$ cat config.mk
export PLATFORM = sky130hd
export DESIGN_NAME = dpopt_sop_pipe
export DESIGN_NICKNAME = d
export VERILOG_FILES = /design/src/rtl/dpopt_sop_pipe.sv
export SDC_FILE = /design/constraint.sdc
export NUM_CORES = 1
export LEC_CHECK = 0
export CAP_MARGIN = 20
export CORE_MARGIN = 10
export CORE_UTILIZATION = 40
export DETAILED_ROUTE_END_ITERATION = 16
export GPL_ROUTABILITY_DRIVEN = 1
export HOLD_SLACK_MARGIN = 0.05
export PLACE_DENSITY = 0.6
export SLEW_MARGIN = 20
export SYNTH_ARGS = -nofsm -noshare
export SYNTH_HDL_FRONTEND = slang
export SYNTH_SLANG_ARGS = --single-unit
$ cat constraint.sdc
create_clock -name clk -period 13.3 [get_ports clk]
set_input_delay 3.325 -clock clk [delete_from_list [all_inputs] [get_ports clk]]
set_output_delay 3.325 -clock clk [all_outputs]
set_load 0.03 [all_outputs]
$ cat src/rtl/dpopt_sop_pipe.sv
// Pipelined sum-of-products / sum-of-absolute-differences engine with
// multi-beat accumulation, saturation and a credit-protected output FIFO.
module dpopt_sop_pipe #(
  parameter int NUM_PAIRS  = 4,
  parameter int DATA_W     = 8,
  parameter int OUT_W      = 32,
  parameter int FIFO_DEPTH = 4
) (
  input  logic                              clk,
  input  logic                              rst,
  input  logic                              din_vld,
  output logic                              din_busy,
  input  logic [2*NUM_PAIRS*DATA_W-1:0]     din_data,
  input  logic                              din_mode,
  input  logic                              din_acc,
  output logic                              dout_vld,
  input  logic                              dout_busy,
  output logic [OUT_W-1:0]                  dout_data,
  output logic                              dout_sat
);

  localparam int TW = 2*DATA_W;
  localparam int R  = 2*DATA_W + $clog2(NUM_PAIRS);
  localparam int PW = (FIFO_DEPTH > 1) ? $clog2(FIFO_DEPTH) : 1;
  localparam int CW = $clog2(FIFO_DEPTH + 3);
  localparam logic [OUT_W:0] MAX_VAL = {1'b0, {OUT_W{1'b1}}};

  logic                          w_accept;
  logic                          r_s0_vld, r_s0_mode, r_s0_acc;
  logic [2*NUM_PAIRS*DATA_W-1:0] r_s0_data;
  logic                          r_s1_vld, r_s1_acc;
  logic [TW-1:0]                 r_s1_term [NUM_PAIRS];
  logic [TW-1:0]                 w_term    [NUM_PAIRS];
  logic [R-1:0]                  w_sum;
  logic [OUT_W:0]                w_total;
  logic                          w_ovf, w_sat, w_push, w_pop;
  logic [OUT_W-1:0]              w_val;
  logic [OUT_W-1:0]              r_acc;
  logic                          r_acc_sat;
  logic [OUT_W-1:0]              r_mem_data [FIFO_DEPTH];
  logic                          r_mem_sat  [FIFO_DEPTH];
  logic [PW-1:0]                 r_wr_ptr, r_rd_ptr;
  logic [CW-1:0]                 r_count;
  logic [CW-1:0]                 w_credit;

  // Occupancy plus beats still in the pipe; a pop in this cycle is not credited.
  assign w_credit = r_count + CW'(r_s0_vld) + CW'(r_s1_vld);
  assign din_busy = rst | (w_credit >= CW'(FIFO_DEPTH));
  assign w_accept = din_vld & ~din_busy;

  always_ff @(posedge clk) begin
    if (rst) begin
      r_s0_vld  <= 1'b0;
      r_s0_mode <= 1'b0;
      r_s0_acc  <= 1'b0;
    end else begin
      r_s0_vld <= w_accept;
      if (w_accept) begin
        r_s0_mode <= din_mode;
        r_s0_acc  <= din_acc;
      end
    end
  end

  always_ff @(posedge clk) begin
    if (w_accept) r_s0_data <= din_data;
  end

  for (genvar gi = 0; gi < NUM_PAIRS; gi++) begin : g_pair
    logic [DATA_W-1:0] w_a, w_b;
    assign w_a = r_s0_data[(2*gi)*DATA_W +: DATA_W];
    assign w_b = r_s0_data[(2*gi+1)*DATA_W +: DATA_W];
    assign w_term[gi] = r_s0_mode ? TW'((w_a >= w_b) ? (w_a - w_b) : (w_b - w_a))
                                  : TW'(w_a) * TW'(w_b);
  end

  always_ff @(posedge clk) begin
    if (rst) begin
      r_s1_vld <= 1'b0;
      r_s1_acc <= 1'b0;
    end else begin
      r_s1_vld <= r_s0_vld;
      r_s1_acc <= r_s0_acc;
    end
    for (int i = 0; i < NUM_PAIRS; i++) r_s1_term[i] <= w_term[i];
  end

  always_comb begin
    w_sum = '0;
    for (int i = 0; i < NUM_PAIRS; i++) w_sum = w_sum + R'(r_s1_term[i]);
  end

  // One extra bit catches the carry so the clamp decision is exact.
  assign w_total = {1'b0, r_acc} + (OUT_W+1)'(w_sum);
  assign w_ovf   = (w_total > MAX_VAL);
  assign w_val   = w_ovf ? {OUT_W{1'b1}} : w_total[OUT_W-1:0];
  assign w_sat   = r_acc_sat | w_ovf;
  assign w_push  = r_s1_vld & ~r_s1_acc;

  always_ff @(posedge clk) begin
    if (rst) begin
      r_acc     <= '0;
      r_acc_sat <= 1'b0;
    end else if (r_s1_vld) begin
      if (r_s1_acc) begin
        r_acc     <= w_val;
        r_acc_sat <= w_sat;
      end else begin
        r_acc     <= '0;
        r_acc_sat <= 1'b0;
      end
    end
  end

  assign dout_vld  = ~rst & (r_count != '0);
  assign w_pop     = dout_vld & ~dout_busy;
  assign dout_data = dout_vld ? r_mem_data[r_rd_ptr] : '0;
  assign dout_sat  = dout_vld ? r_mem_sat[r_rd_ptr]  : 1'b0;

  always_ff @(posedge clk) begin
    if (w_push) begin
      r_mem_data[r_wr_ptr] <= w_val;
      r_mem_sat[r_wr_ptr]  <= w_sat;
    end
  end

  always_ff @(posedge clk) begin
    if (rst) begin
      r_wr_ptr <= '0;
      r_rd_ptr <= '0;
      r_count  <= '0;
    end else begin
      if (w_push) r_wr_ptr <= (r_wr_ptr == PW'(FIFO_DEPTH-1)) ? '0 : r_wr_ptr + PW'(1);
      if (w_pop)  r_rd_ptr <= (r_rd_ptr == PW'(FIFO_DEPTH-1)) ? '0 : r_rd_ptr + PW'(1);
      case ({w_push, w_pop})
        2'b10:   r_count <= r_count + CW'(1);
        2'b01:   r_count <= r_count - CW'(1);
        default: r_count <= r_count;
      endcase
    end
  end

endmodule

==> results.md <==
- Yosys warnings: 0
- WHS Endpoint: r_acc_sat$_SDFFE_PP0P_
- Antenna violations before repair: 0
- Post-synth top cells: inv_1 (436), ha_1 (270), fa_1 (200)
- EDFF count, synth: just under 200
- DIE WIDTH: 266 um
- Final WL: 56500 um
- Fin. Hold Viols: 0
- Total power: approximately 0.0065 W
- Hold path cells: 2
- Starting Density: approximately two fifths
- Layout Nets: 3013
- Gr usage total: between 15 and 20%
- Post-synth top area share: 24.4%
- Worst skew pair latency: 560 ps
- Post-layout minimum cycle time: 8900 ps
- Slew Viols, Final: 0
- CP max FO: 35
- Max Cap Viol: 0
- Worst R2R Path Depth: 17
- Share of cells above drive strength 1: 5.88%
- Peak Freq: between 100 and 150 MHz
- P_int: between 0.003 and 0.004 W
- Most frequent cell after synthesis: inv_1
- Final ANT Viol Nets: 0
- GRT overflow: 0
- WS Path Type: in2out
- Crit path launch type: primary input
- Global routing's busiest layer: met2
- Syn_nets: 2902
- Reg2reg setup slack: 8150 ps
- Worst-Margin Slew: slightly above 1000 ps
- Arr. time, crit path: about 5600 ps
- PD cells: 238 nW/um^2
- Syn avg cell area: 10.2 sq um
- H-tree depth: 2
- Core area: ~60000 sq um
- DRT Pass-1 Iters: 8
- Worst reg2reg path endpoint: r_s1_term[3][15]$_DFF_P_
- Placed cell count: 3215
- Total CTS buffers: 38
- Hold slack: about 480 ps
- CTS resizes: 0
- Final cell count without fillers: 3284
- Static Leak: 12.3 nW
- CTS Buffer Depth: 3
- Worst-path clk slew: 60 ps
- TNS Setup: 0 ps
- Synthesized area: 24100 sq um
- CTS hold repair buffers: 0
- CTS tree: done
- RSZ-0062 raised after global routing: no
- GPL Wtd Cong: roughly 0.9
- Floorplan die height: approximately 270 um
- Clock share of power: between 10% and 20%
- Psw: around 0.0029 W
- DP HPWL: 44100 um
- Post-Synthesis Cells: 2362
- Final setup fails: 0
- I/O pin cnt: around 110
- Max_slew headroom: about 31%
- Largest net degree at the start of global routing: 82
- Global Route met1 Usage: 20.7%
- Initial DRC count: 907
- Wirelength per Cell: 17.2 um
- Clk_skew: 17.9 ps
- Vias per inst: around 5
- # rows: 90
- Synth area leaders: edfxtp_1 (24%), fa_1 (17%), ha_1 (14%)
- Vias in the first global route: roughly 18000
- IO Port Bufs: 104
- Met2 Resource Use GR: between 20% and 30%
- Vias after detailed routing: 16700
- DRC Markers: 0
- Core Util, Final: 45.5%
- Worst hold start: r_acc_sat$_SDFFE_PP0P_
- CTS root buf: clkbuf_16
- #FFs+latches synth: 307
- Top_reg_cell synth: edfxtp_1
- Hold Path Class: reg2reg
- Layout area overhead: 13.1%
- Post-synthesis sequential area ratio: ~34%
- Met3 usage: 2.31%
- ANT cells: 0
- Comb pwr share: 58.1%
- Tcrit/Tclk final: 66.9%
- Number of clock sinks: roughly 300
- Crit. End Element: output pin
- Die ar.: 70600 sq um
- Synth area leader: edfxtp_1
- Net Sw Frac: approximately 44%
- Reg power frac: 26.6%
- Maximum vdd ir drop: 0.000261 V
- Synth cell types: 75
- Reg2reg start: r_s0_data[49]$_DFFE_PP_
- Async SR Flop Fraction: 0%
- Outcome: completed
- CP Data Required Time: 9970 ps
- First-pass GRT wire length: approximately 93000 um
- Setup bufs post-CTS: 0
[logic make-up (layout without fill, tap and decap cells)]
family                     count (synthesis)  count (layout)  share of synthesized area (%)
AOI/OAI and AO/OA                        345             345                           9.39
xor gates and xnor gates                  85              85                           3.08
adders and majority gates                470             470                           30.6
buffers and inverters                    480             620                           7.49
DFF                                      307             307                           33.6
muxes                                     56              56                           4.10
and+or+nand+nor                          619             619                           11.8
[layout make-up]
class	count	area [sq um]
clock inverter	16	141
tap	782	978
multi-input combinational	1575	14200
timing repair buffer	115	1120
clock buffer	53	1090
inverter	436	1640
fill	5628	32700
sequential	307	8110
[critical path: stages]
cell and delay (ps):
clkdlybuf4s50_1 460, buf_4 350, or2_2 640, nor2b_1 120, clkdlybuf4s50_1 630
[metrics by stage]
step           worst slack (ps)  cell area (sq um)
3_5_place_dp               4350              26100
3_3_place_gp               4400              26100
5_1_grt                    4210              27300
6_report                   4400              27300
4_1_cts                    4340              27300
2_1_floorplan              5540              24100
[cell usage in the layout, fill, tap and decap left out, drive strengths merged, types with 12 or more instances in the layout]
cell	count
inv	441
ha	270
fa	200
nor2	200
edfxtp	196
nand2	187
dfxtp	111
clkdlybuf4s50	104
a21oi	91
o21ai	90
nor2b	60
clkbuf	53
xnor2	49
nor3	39
xor2	36
mux4	33
nand3	29
a21o	27
nand2b	23
o21a	18
o211ai	18
and3	18
and2	17
or3	15
mux2i	12
a2bb2oi	12
[layer usage]
layer / share of wire (%) / wire (um)
met5: 0 / 0
met4: 2.5 / 1400
met3: 4.5 / 2540
met2: 49 / 27600
met1: 44 / 25000
[flip-flops by register name, indices dropped and copies added (netlist names), named ones only]
name        count
r_acc          32
r_acc_sat       1
r_count         3
r_mem_data    128
r_mem_sat       4
r_rd_ptr        2
r_s0_acc        1
r_s0_data      64
r_s0_mode       1
r_s0_vld        1
r_s1_acc        1
r_s1_term      64
r_s1_vld        1
r_wr_ptr        2
[power groups by stage]
stage | registers (W) | clock network (W) | logic (W)
after floorplan | 0.00172 | 0 | 0.00265
after global placement | 0.00175 | 0 | 0.00369
after detailed placement | 0.00175 | 0 | 0.00379
after CTS | 0.00173 | 0.00103 | 0.00381
after global routing | 0.00174 | 0.00107 | 0.00425
final | 0.00173 | 0.000998 | 0.00378
[worst max path at each step]
stage	from	end	slack, ps	depth (start not counted)
detailed placement	rst	dout_data[26]	4350	5
CTS	rst	dout_data[7]	4340	5
floorplan	rst	dout_data[10]	5540	4
finish	rst	dout_data[7]	4400	5
global route	rst	dout_data[7]	4210	5
global placement	rst	dout_data[17]	4400	5
Power figures use the tool's default switching activity.
==> RTL edit, RTL diff (same flow settings) <==
The parameter `FIFO_DEPTH` goes from 4 to 8.
--- a/src/rtl/dpopt_sop_pipe.sv
+++ b/src/rtl/dpopt_sop_pipe.sv
@@ -6,3 +6,3 @@
   parameter int OUT_W      = 32,
-  parameter int FIFO_DEPTH = 4
+  parameter int FIFO_DEPTH = 8
 ) (
Function: not settled (the Yosys comparison gave no result); the edit may change what the design does.
==> RTL edit against the original RTL <==
Setup slack lost 0.43 ns; cell area grew 22%; non-clock buffer count grew 8; via count grew 13%; register-to-register slack lost 0.06 ns; combinational power grew 13%; power grew 28%; wire length grew 19%; sequential cell count grew 136; sequential share of layout area grew 6.7 points; die area grew 20%; global-route usage shrank 0.40 points; synthesized area grew 22%; clock skew grew 0.028 ns; critical path type unchanged.
==> RTL edit: results (changes against the original RTL) <==
Cells and area
  – Share of layout cells above drive strength 1: 8.62% (+2.7 points)
  – Nets@finish: 3,236 (+7.4%)
  – Reg area: 12,200 sq um (+50%)
  – Filler cell count: 6,704 (+19%)
  – Top flop regs: r_mem_data: 256 flops, r_s0_data: 64 flops, r_s1_term: 64 flops

Pwr
  – VDD IR-drop max: 0.556 mV (+110%)
  – Leak Pwr: 0.0143 uW (+17%)

Route
  – Wl on met1: 30,400 um (+22%)
  – Initial detailed-routing violation count: 800 (-12%)
  – Avg WL per Cell: 18.2 um (+5.7%)
  – Post-Route WL: 67,200 um (+19%)
  – Routed length on met2: 33,300 um (+21%)
  – TritonRoute pass-1 iters: 5 (-3)
  – Wire length on met3: 2480 um (-2.4%)
  – Vias per cell: 5.11 (+0.72%)

Clock network
  – Setup Buffers After CTS: 0 (unchanged)
  – CTS Buf Count: 50 (+32%)
  – Root Buffer: clkbuf_16
  – Worst-Skew Late Latency: 0.62 ns (+0.06 ns)

Global routing
  – Global Route Usage Sum: 15.8% (-0.40 points)
  – Initial antenna violation count: 0 (unchanged)
  – Largest net degree at the start of global routing: 67 (-18%)
  – First-pass GRT wire length: 109,000 um (+17%)
  – Vias in the first global route: 20,195 (+15%)

Worst setup path
  – Crit Reg-Reg Endpoint: r_s1_term[1][15]$_DFF_P_
  – Crit path to: dout_data[11]
  – R2r setup slk: 8.09 ns (-0.06 ns)
  – Critical Path AT: 6.00 ns (+0.43 ns)
  – Crit Path Max Fanout: 25 (-29%)
  – Worst r2r src: r_s0_data[17]$_DFFE_PP_

STA
  – Slew headroom: 29.9% (-0.82 points)
  – Worst clock skew: 0.0457 ns (+0.0278 ns)
  – Fmax: 107 MHz (-4.6%)

Yosys
  – Register area share after synthesis: 41.2% (+7.6 points)
  – Synth cell types: 88 (+17%)
  – Synth Net Count: 3,122 (+7.6%)
  – Ys Warns: 0 (unchanged)
  – Top cells by area, synth: edfxtp_1 (33%), fa_1 (14%), ha_1 (11%)
  – Post-Synthesis Cells: 2,581 (+9.3%)
  – EDFF count, synth: 328 (+67%)
  – Synth top cells by count: inv_1 (430), edfxtp_1 (328), ha_1 (270)

Place
  – Placed cell area: 31,700 sq um (+21%)
  – Final HPWL DP: 50,200 um (+14%)
  – Placed Cells: 3,602 (+12%)
  – DP Worst Slack: 3.90 ns (-0.451 ns)
  – Gp weighted congestion: 0.885 (-3.2%)

Outcome
  – Outcome: finished clean
[RTL edit: where the power goes]
group	total [uW]	switching [uW]	internal (uW)	leakage, uW
Clock	1370	571	796	0.000835
Combinational	4290	2920	1370	0.00943
Sequential	2690	78.1	2610	0.00408
Total	8340	3570	4770	0.0143
[RTL edit: cell type report]
cell class	instances	area share, %
Multi-Input combinational cell	1646	46.5
Clock inverter	26	0.798
Tap cell	959	3.59
Inverter	431	4.85
Sequential cell	443	36.4
Timing Repair Buffer	123	3.55
Clock buffer	68	4.25
[RTL edit: per-layer routing]
metal  track usage [%]  up-vias
met1              20.4     9492
met4              3.12        0
met5                 0        -
li1                  -     8998
met2              27.8      330
met3              2.23       68
[RTL edit: kinds of logic after synthesis]
group           count (synthesis)  share of synthesized area, %
flops                         443                          41.2
xor+xnor                       84                          2.49
compound gates                366                          8.41
simple gates                  592                          8.98
buf+inv                       492                          6.47
fa+ha+maj                     471                          25.1
mux                           133                          7.40
[RTL edit: through the flow]
| stage | hold WS (ns) | power, uW |
|---|---|---|
| 2_1_floorplan | 0.428 | 5630 |
| 3_3_place_gp | 0.450 | 6850 |
| 3_5_place_dp | 0.454 | 6960 |
| 4_1_cts | 0.466 | 8380 |
| 5_1_grt | 0.482 | 8990 |
| 6_report | 0.467 | 8340 |
[RTL edit: worst max-delay path, cell delays in order]
cell	delay, ns
clkdlybuf4s50_1	0.92
inv_1	0.35
o41ai_4	0.23
buf_4	0.43
nor2_1	0.11
clkdlybuf4s50_1	0.61
[RTL edit: worst min path at each step]
stage	from	endpoint	slack (ns)	cells after the start
floorplan	r_acc_sat$_SDFFE_PP0P_	r_acc_sat$_SDFFE_PP0P_	0.43	2
global placement	r_acc_sat$_SDFFE_PP0P_	r_acc_sat$_SDFFE_PP0P_	0.45	2
detailed placement	r_acc_sat$_SDFFE_PP0P_	r_acc_sat$_SDFFE_PP0P_	0.45	2
CTS	r_s0_acc$_SDFFE_PP0P_	r_s1_acc$_SDFF_PP0_	0.47	1
global route	r_s0_acc$_SDFFE_PP0P_	r_s1_acc$_SDFF_PP0_	0.48	1
finish	r_s0_acc$_SDFFE_PP0P_	r_s1_acc$_SDFF_PP0_	0.47	1
